===== config.mk =====
export PLATFORM = sky130hd
export DESIGN_NAME = prefetch_queue
export DESIGN_NICKNAME = d
export VERILOG_FILES = /design/src/rtl/prefetch_pace.sv /design/src/rtl/prefetch_queue.sv
export SDC_FILE = /design/constraint.sdc
export NUM_CORES = 1
export LEC_CHECK = 0
export BUFFER_PORTS_ARGS = -buffer_cell sky130_fd_sc_hd__buf_2
export CAP_MARGIN = 10
export CORE_MARGIN = 2
export CORE_UTILIZATION = 55
export DETAILED_ROUTE_END_ITERATION = 7
export HOLD_SLACK_MARGIN = 0.03
export PLACE_DENSITY = 0.9
export REMOVE_ABC_BUFFERS = 1
export SETUP_SLACK_MARGIN = 0.15
export SYNTH_ARGS = -nofsm -noshare
export SYNTH_HDL_FRONTEND = slang
export SYNTH_SLANG_ARGS = --single-unit

===== constraint.sdc =====
create_clock -name clock -period 3.32 [get_ports clock]
set_clock_uncertainty 0.2 [all_clocks]
set_input_delay 0.664 -clock clock [delete_from_list [all_inputs] [get_ports clock]]
set_output_delay 0.664 -clock clock [all_outputs]
set_load 0.01 [all_outputs]

===== src/rtl/prefetch_pace.sv =====
// Output pacing counter: loads a hold length on each accepted word and counts it down,
// reporting busy while any hold cycles remain.
module prefetch_pace #(
    parameter int unsigned TW = 3
) (
    input  logic          clock,
    input  logic          reset,
    input  logic          clear,
    input  logic          load,
    input  logic [TW-1:0] value,
    output logic          busy
);

    logic [TW-1:0] count_q;

    always_ff @(posedge clock) begin
        if (reset || clear) begin
            count_q <= '0;
        end else if (load) begin
            count_q <= value;
        end else if (count_q != '0) begin
            count_q <= count_q - TW'(1);
        end
    end

    assign busy = (count_q != '0);

endmodule


===== src/rtl/prefetch_queue.sv =====
// Multi-entry show-ahead prefetch queue between two get/empty ports, with fill level,
// synchronous flush and per-word output pacing.
module prefetch_queue #(
    parameter int unsigned W  = 8,
    parameter int unsigned AW = 2,
    parameter int unsigned TW = 3
) (
    input  logic          clock,
    input  logic          reset,
    input  logic          flush,
    input  logic [W-1:0]  in,
    output logic          get_i,
    input  logic          empty_i,
    output logic [W-1:0]  out,
    input  logic          get_o,
    output logic          empty_o,
    output logic [AW:0]   level,
    input  logic [TW-1:0] hold
);

    localparam int unsigned Depth = 2 ** AW;
    localparam logic [AW:0] FullLevel = (AW + 1)'(Depth);

    logic [W-1:0]  mem_q [Depth];
    logic [AW-1:0] rd_ptr_q;
    logic [AW-1:0] wr_ptr_q;
    logic [AW:0]   level_q;
    logic          full;
    logic          busy;
    logic          acc;

    // Fetch depends only on registered state, never on get_o.
    assign full    = (level_q == FullLevel);
    assign get_i   = !empty_i && !full && !flush && !reset;
    assign empty_o = (level_q == '0) || busy;
    assign acc     = get_o && !empty_o;
    assign out     = mem_q[rd_ptr_q];
    assign level   = level_q;

    always_ff @(posedge clock) begin
        if (get_i) begin
            mem_q[wr_ptr_q] <= in;
        end
    end

    always_ff @(posedge clock) begin
        if (reset || flush) begin
            rd_ptr_q <= '0;
            wr_ptr_q <= '0;
            level_q  <= '0;
        end else begin
            if (get_i) begin
                wr_ptr_q <= wr_ptr_q + AW'(1);
            end
            if (acc) begin
                rd_ptr_q <= rd_ptr_q + AW'(1);
            end
            case ({get_i, acc})
                2'b10:   level_q <= level_q + (AW + 1)'(1);
                2'b01:   level_q <= level_q - (AW + 1)'(1);
                default: level_q <= level_q;
            endcase
        end
    end

    prefetch_pace #(
        .TW(TW)
    ) u_pace (
        .clock(clock),
        .reset(reset),
        .clear(flush),
        .load (acc),
        .value(hold),
        .busy (busy)
    );

endmodule


==> results of run 1 <==
==> cells by family after synthesis <==
family	share of synthesized area
buffers and inverters	0.0295
AND/OR/NAND/NOR	0.0713
XOR/XNOR	0.0288
multiplexers	0.110
AO/OA/AOI/OAI	0.0432
flip-flops	0.658
adder cells (fa/ha/maj)	0.0590
==> metal layers <==
layer  GRT usage  part of all wire  vias to the layer above
met1       0.205              0.42                      479
met5           0                 0                        -
li1            -                 -                      472
met2       0.292              0.50                       37
met3      0.0630             0.060                        5
met4      0.0578             0.014                        0
==> cells in the final DEF, fill, tap and decap left out, types with 2 or more instances in the layout <==
master	n
a211oi_2	2
a21oi_1	3
and2_1	4
buf_2	28
clkbuf_4	5
clkinv_2	2
dfxtp_1	12
edfxtp_1	32
ha_1	7
inv_1	8
mux2i_1	2
mux4_2	8
nand2_1	3
nor2_1	11
xnor2_1	3
xor2_1	3
==> Yosys cell counts, drive strengths merged <==
master  count  area (sq um)
edfxtp     32           961
dfxtp      12           240
nor2       11          41.3
inv         8          30.0
mux4        8           180
ha          7          87.6
and2        4          25.0
buf         4          23.8
a21oi       3          15.0
nand2       3          11.3
xnor2       3          26.3
xor2        3          26.3
a211oi      2          25.0
mux2i       2          20.0
or3         2          18.8
a311oi      1          26.3
and2b       1          10.0
and3        1          11.3
fa          1          20.0
nand4       1          6.26
o21ai       1          5.00
o31ai       1          7.51
or2         1          6.26
==> power by group through the flow <==
stage | Clock, mW | Sequential (mW) | Combinational, mW
2_1_floorplan | 0 | 0.610 | 0.0369
3_3_place_gp | 0 | 0.610 | 0.0568
3_5_place_dp | 0 | 0.610 | 0.0606
4_1_cts | 0.245 | 0.598 | 0.0609
5_1_grt | 0.270 | 0.599 | 0.0677
6_report | 0.237 | 0.598 | 0.0602
==> sequential cells by signal (all words and copies together) (netlist names), named ones only <==
| register | flops |
|---|---|
| rd_ptr_q | 2 |
| wr_ptr_q | 2 |
| mem_q | 32 |
| u_pace.count_q | 3 |
| level | 3 |
==> worst max-delay path by stage <==
stage	cells past startpoint	startpoint	end	slack, ps
6_report	10	u_pace.count_q[0]	level[2]	660
5_1_grt	10	u_pace.count_q[0]	level[2]	560
4_1_cts	10	u_pace.count_q[0]	level[2]	640
3_5_place_dp	10	flush	level[2]	380
3_3_place_gp	10	flush	level[2]	530
2_1_floorplan	9	flush	level[2]	490
==> worst reg2reg max path: stages (launching register included) <==
cell	delay [ps]
dfxtp_1	340
inv_1	90
ha_1	170
and2b_4	200
and3_4	250
ha_1	200
inv_1	60
fa_1	370
xor2_1	160
or3_2	400
a21oi_1	170
==> cell type report <==
| class | count | area (sq um) | area share |
|---|---|---|---|
| Sequential cell | 44 | 1200 | 0.585 |
| Multi-Input combinational cell | 56 | 569 | 0.277 |
| Timing Repair Buffer | 29 | 148 | 0.0719 |
| Tap cell | 44 | 55.1 | 0.0268 |
| Clock buffer | 5 | 37.5 | 0.0183 |
| Inverter | 8 | 30.0 | 0.0146 |
| Clock inverter | 3 | 13.8 | 0.00670 |
==> through the flow <==
stage               area [sq um]  setup slack, ps  hold slack, ps  power, mW  utilization
finish                      2050              658             327      0.895        0.662
global route                2050              558             298      0.936        0.662
CTS                         2050              642             313      0.904        0.662
detailed placement          2000              384             324      0.671        0.646
global placement            2000              534             306      0.667        0.646
floorplan                   1800              486             285      0.647            -
==> metrics.yaml, run 1 <==
grt_use_total: 0.173
grt_pass1_wl_um: 4530
cp.required_ps: 3390
cts_buffer_depth: 2
n_antenna_cell: 0
cts_buffers: 5
num_vias: 993
clock-root-buffer: "clkbuf_4"
drt_first_pass_iters: 4
outcome: "complete, no violations"
post-cts-setup-buffers: 0
crit_chain: "inv_1 > ha_1 > and2b_4 > and3_4 > ha_1 > inv_1 > fa_1 > xor2_1 > or3_2 > a21oi_1"
fillers: 237
critPathArrivalTime_ps: 2730
synth_warnings: 0
io_pins: 29
crit_path_max_incr_delay_ps: 400
pwr-share-seq: 0.668
overflow: 0
fmax_ghz: 0.376
die_w_um: 61.6
p_comb_frac: 0.067
yosysUniqueCellTypes: 26
intPower_mw: 0.701
start_util: 0.588
p_sw_frac: 0.217
r2r_slack_ps: 660
first_global_vias: 1008
final_antenna_net_count: 0
rsz0062_at_grt: "no"
reg2reg_depth: 10
gp_congestion: 0.693
timing.rr.start: "u_pace.count_q[0]"
syn_inst: 112
port_buffers: 28
cts_tree: "built"
grt_max_degree: 14
layout.nets: 168
cellPowerDensity_mw_per_mm2: 436
clkPwrFrac: 0.265
cp_max_fo: 6
cp_num_buf_inv: 2
worstReg2RegEnd: "level[2]"
syn_area_sq_mm: 0.00182
wl_um: 2770
die-area_sq_mm: 0.00379
cts_num_sinks: 44
cts.repair.resized: 0
cp-end-kind: "register"
dp_hpwl_um: 2010
antenna_found_initial: 0
ys_seq_area_frac: 0.658
fp.coreArea_sq_mm: 0.00310
vias_per_cell: 5.25
hold_start: "in[7]"
worstMarginPinSlew_ps: 529
rows: 20
finalSetupViolations: 0
fp.dieH_um: 61.6
startpoint_type: "register"
path_class: "reg2reg"
critical-path-slowest-cell: "or3_2"
maxCapViolCount: 0
ys_ff_latch: 44
hold_depth: 1
final.min_clock_period_ps: 2660
hold_viol_final: 0
hp-class: "in2reg"
leakagePower_nw: 0.720
post_drt_wl_per_cell_um: 14.7
cp_top_family: "simple AND/OR/NAND/NOR gates"
whs_endpoint: "mem_q[0][7]"
dp.cells: 181
drtIter0Drc: 28
relSlewSlack: 0.647
syn_to_final_growth_pct: 12.6
htreeDepth: 2
slew_viol_final: 0
drive_gt1_frac: 0.352
p_switching_mw: 0.194
post-route-drc-count: 0
stdcell_count: 189
peakVddDrop_mv: 0.324
clkTransAtPathRegs_ps: 120
finalCritPeriodShare: 0.802
hold_buffers: 0
fin_setup_tns_ps: 0
syn_area_per_cell_sq_um: 16.3
clk_latency_ps: 340
Note: power is estimated with default switching activity, not from simulation.
==> run 2: changes to the inputs <==
- ABC_AREA: default -> 1
- clock period: 3.32 -> 2.5 ns (I/O delays scaled with it)
==> metrics.yaml, run 2 <==
syn_area_per_cell_sq_um: 10.9
synthArstFlopShare: 0
grt_max_degree: 17
crit_path_max_incr_delay_ps: 400
fmax_ghz: 0.439
port_buffers: 28
finalSetupViolations: 0
num_vias: 1331
start_util: 0.570
hold_depth: 1
startpoint_type: "register"
ys_top_cells_by_count: "edfxtp_1, nor2_1, o21ai_0, inv_1, nand2_1"
final_antenna_net_count: 0
layout_common_cells: "edfxtp_1, nor2_1, buf_2"
crit_cells: 13
relSlewSlack: 0.685
slew_viol_final: 0
synth_warnings: 0
leakagePower_nw: 0.897
drt_first_pass_iters: 4
cp-end-kind: "register"
yosysMostFrequentCell: "edfxtp_1"
first_global_vias: 1206
dp_hpwl_um: 2330
post_drt_wl_per_cell_um: 13.6
finalCritPeriodShare: 0.911
peakVddDrop_mv: 0.721
htreeDepth: 2
cellPowerDensity_mw_per_mm2: 647
multiInputGateArea_sq_um: 598
cts_num_sinks: 44
worstMarginPinSlew_ps: 471
syn_to_final_growth_pct: 20.2
clkTransAtPathRegs_ps: 130
seqCellArea_sq_mm: 0.00120
die-area_sq_mm: 0.00391
syn_inst: 173
reg2reg_depth: 13
synth_area_leaders: "edfxtp_1, dfxtp_1, o21ai_0"
rsz0062_at_grt: "no"
final_util: 0.685
cts_tree: "built"
synth_edf_count: 32
ys_ff_latch: 44
antenna_found_initial: 0
clk_latency_ps: 350
syn_area_sq_mm: 0.00189
fp.dieH_um: 62.6
top_register: "mem_q"
critPathArrivalTime_ps: 2330
synth-main-ff-cell: "edfxtp_1"
drive_gt1_frac: 0.287
critical-path-slowest-cell: "fa_1"
hp-class: "in2reg"
layout.nets: 239
n_antenna_cell: 0
cp_top_family: "adder cells"
hold_viol_final: 0
cts_buffer_depth: 2
hold_buffers: 0
post-route-drc-count: 0
cp.required_ps: 2550
path_class: "reg2reg"
crit_chain: "inv_2 > ha_2 > inv_1 > nor2_4 > nand3_4 > inv_4 > ha_2 > inv_1 > fa_1 > nand2_1 > nand3_2 > o21ai_2 > a21oi_1"
wl_um: 3560
yosysTopAreaCellShare: 0.510
overflow: 0
drtIter0Drc: 62
fin_setup_tns_ps: 0
ys_seq_area_frac: 0.637
maxCapViolCount: 0
outcome: "complete, no violations"
clock-root-buffer: "clkbuf_4"
grt_use_total: 0.183
cts_buffers: 5
vias_per_cell: 5.08
rows: 21
io_pins: 29
cp_max_fo: 3
cp_num_buf_inv: 4
yosysTopAreaCell: "edfxtp_1"
final.min_clock_period_ps: 2280
fp.coreArea_sq_mm: 0.00331
die_w_um: 62.6
largest_reg_flops: 32
gp_congestion: 0.851
grt_pass1_wl_um: 5390
yosysUniqueCellTypes: 23
fillers: 253
final_common_cell: "edfxtp_1"
-- run 2: metrics by stage --
step                      total power [mW]  worst slack, ps  cell area (sq um)  hold slack (ps)  std cells
after floorplan                      0.888              355               1880              267        171
after global placement               0.926              280               2110              286        250
after detailed placement             0.933              195               2110              297        250
after CTS                             1.45              178               2220              142        258
after global routing                  1.52             25.7               2270              134        262
final                                 1.47              224               2270              156        262
-- run 2: cell type report --
| type | instances | share of cell area |
|---|---|---|
| flip-flops and latches | 44 | 0.530 |
| well taps | 46 | 0.0254 |
| clock buffers | 6 | 0.0182 |
| repair buffers | 37 | 0.0916 |
| inverters | 24 | 0.0442 |
| multi-input cells | 103 | 0.264 |
| clock inverters | 2 | 0.0265 |
-- run 2: per-layer routing --
| layer | vias to the layer above | global-route usage | routed length, um |
|---|---|---|---|
| li1 | 670 | - | - |
| met3 | 8 | 0.0631 | 191 |
| met4 | 0 | 0.0639 | 69 |
| met2 | 37 | 0.306 | 1860 |
| met1 | 616 | 0.219 | 1430 |
| met5 | - | 0 | 0 |
-- run 2: power breakdown --
group / switching (mW) / internal, mW / total, mW
sequential: 0.00626 / 0.792 / 0.799
combinational: 0.0846 / 0.0619 / 0.147
clock: 0.210 / 0.312 / 0.522
total: 0.301 / 1.17 / 1.47
-- run 2: final timing paths --
check / start / end / slack [ps]
max reg2reg: u_pace.count_q[0] / level[2] / 220
min reg2reg: rd_ptr_q[1] / register / 310
min: in[0] / mem_q[1][0] / 160
max: u_pace.count_q[0] / level[2] / 220
-- run 2: kinds of logic (layout without fill, tap and decap cells) --
family	count (synthesis)	after routing	synth area share
xor+xnor	1	1	0.00465
flops	44	44	0.637
simple gates	57	57	0.139
buf+inv	26	69	0.0571
compound gates	37	37	0.106
fa+ha+maj	8	8	0.0571
-- run 2: timing repair --
action / in CTS / in global routing
pin swaps: 0 / 3
gates resized for setup: 1 / 9
setup buffers: 0 / 4
endpoints found under the setup margin: 1 / 1
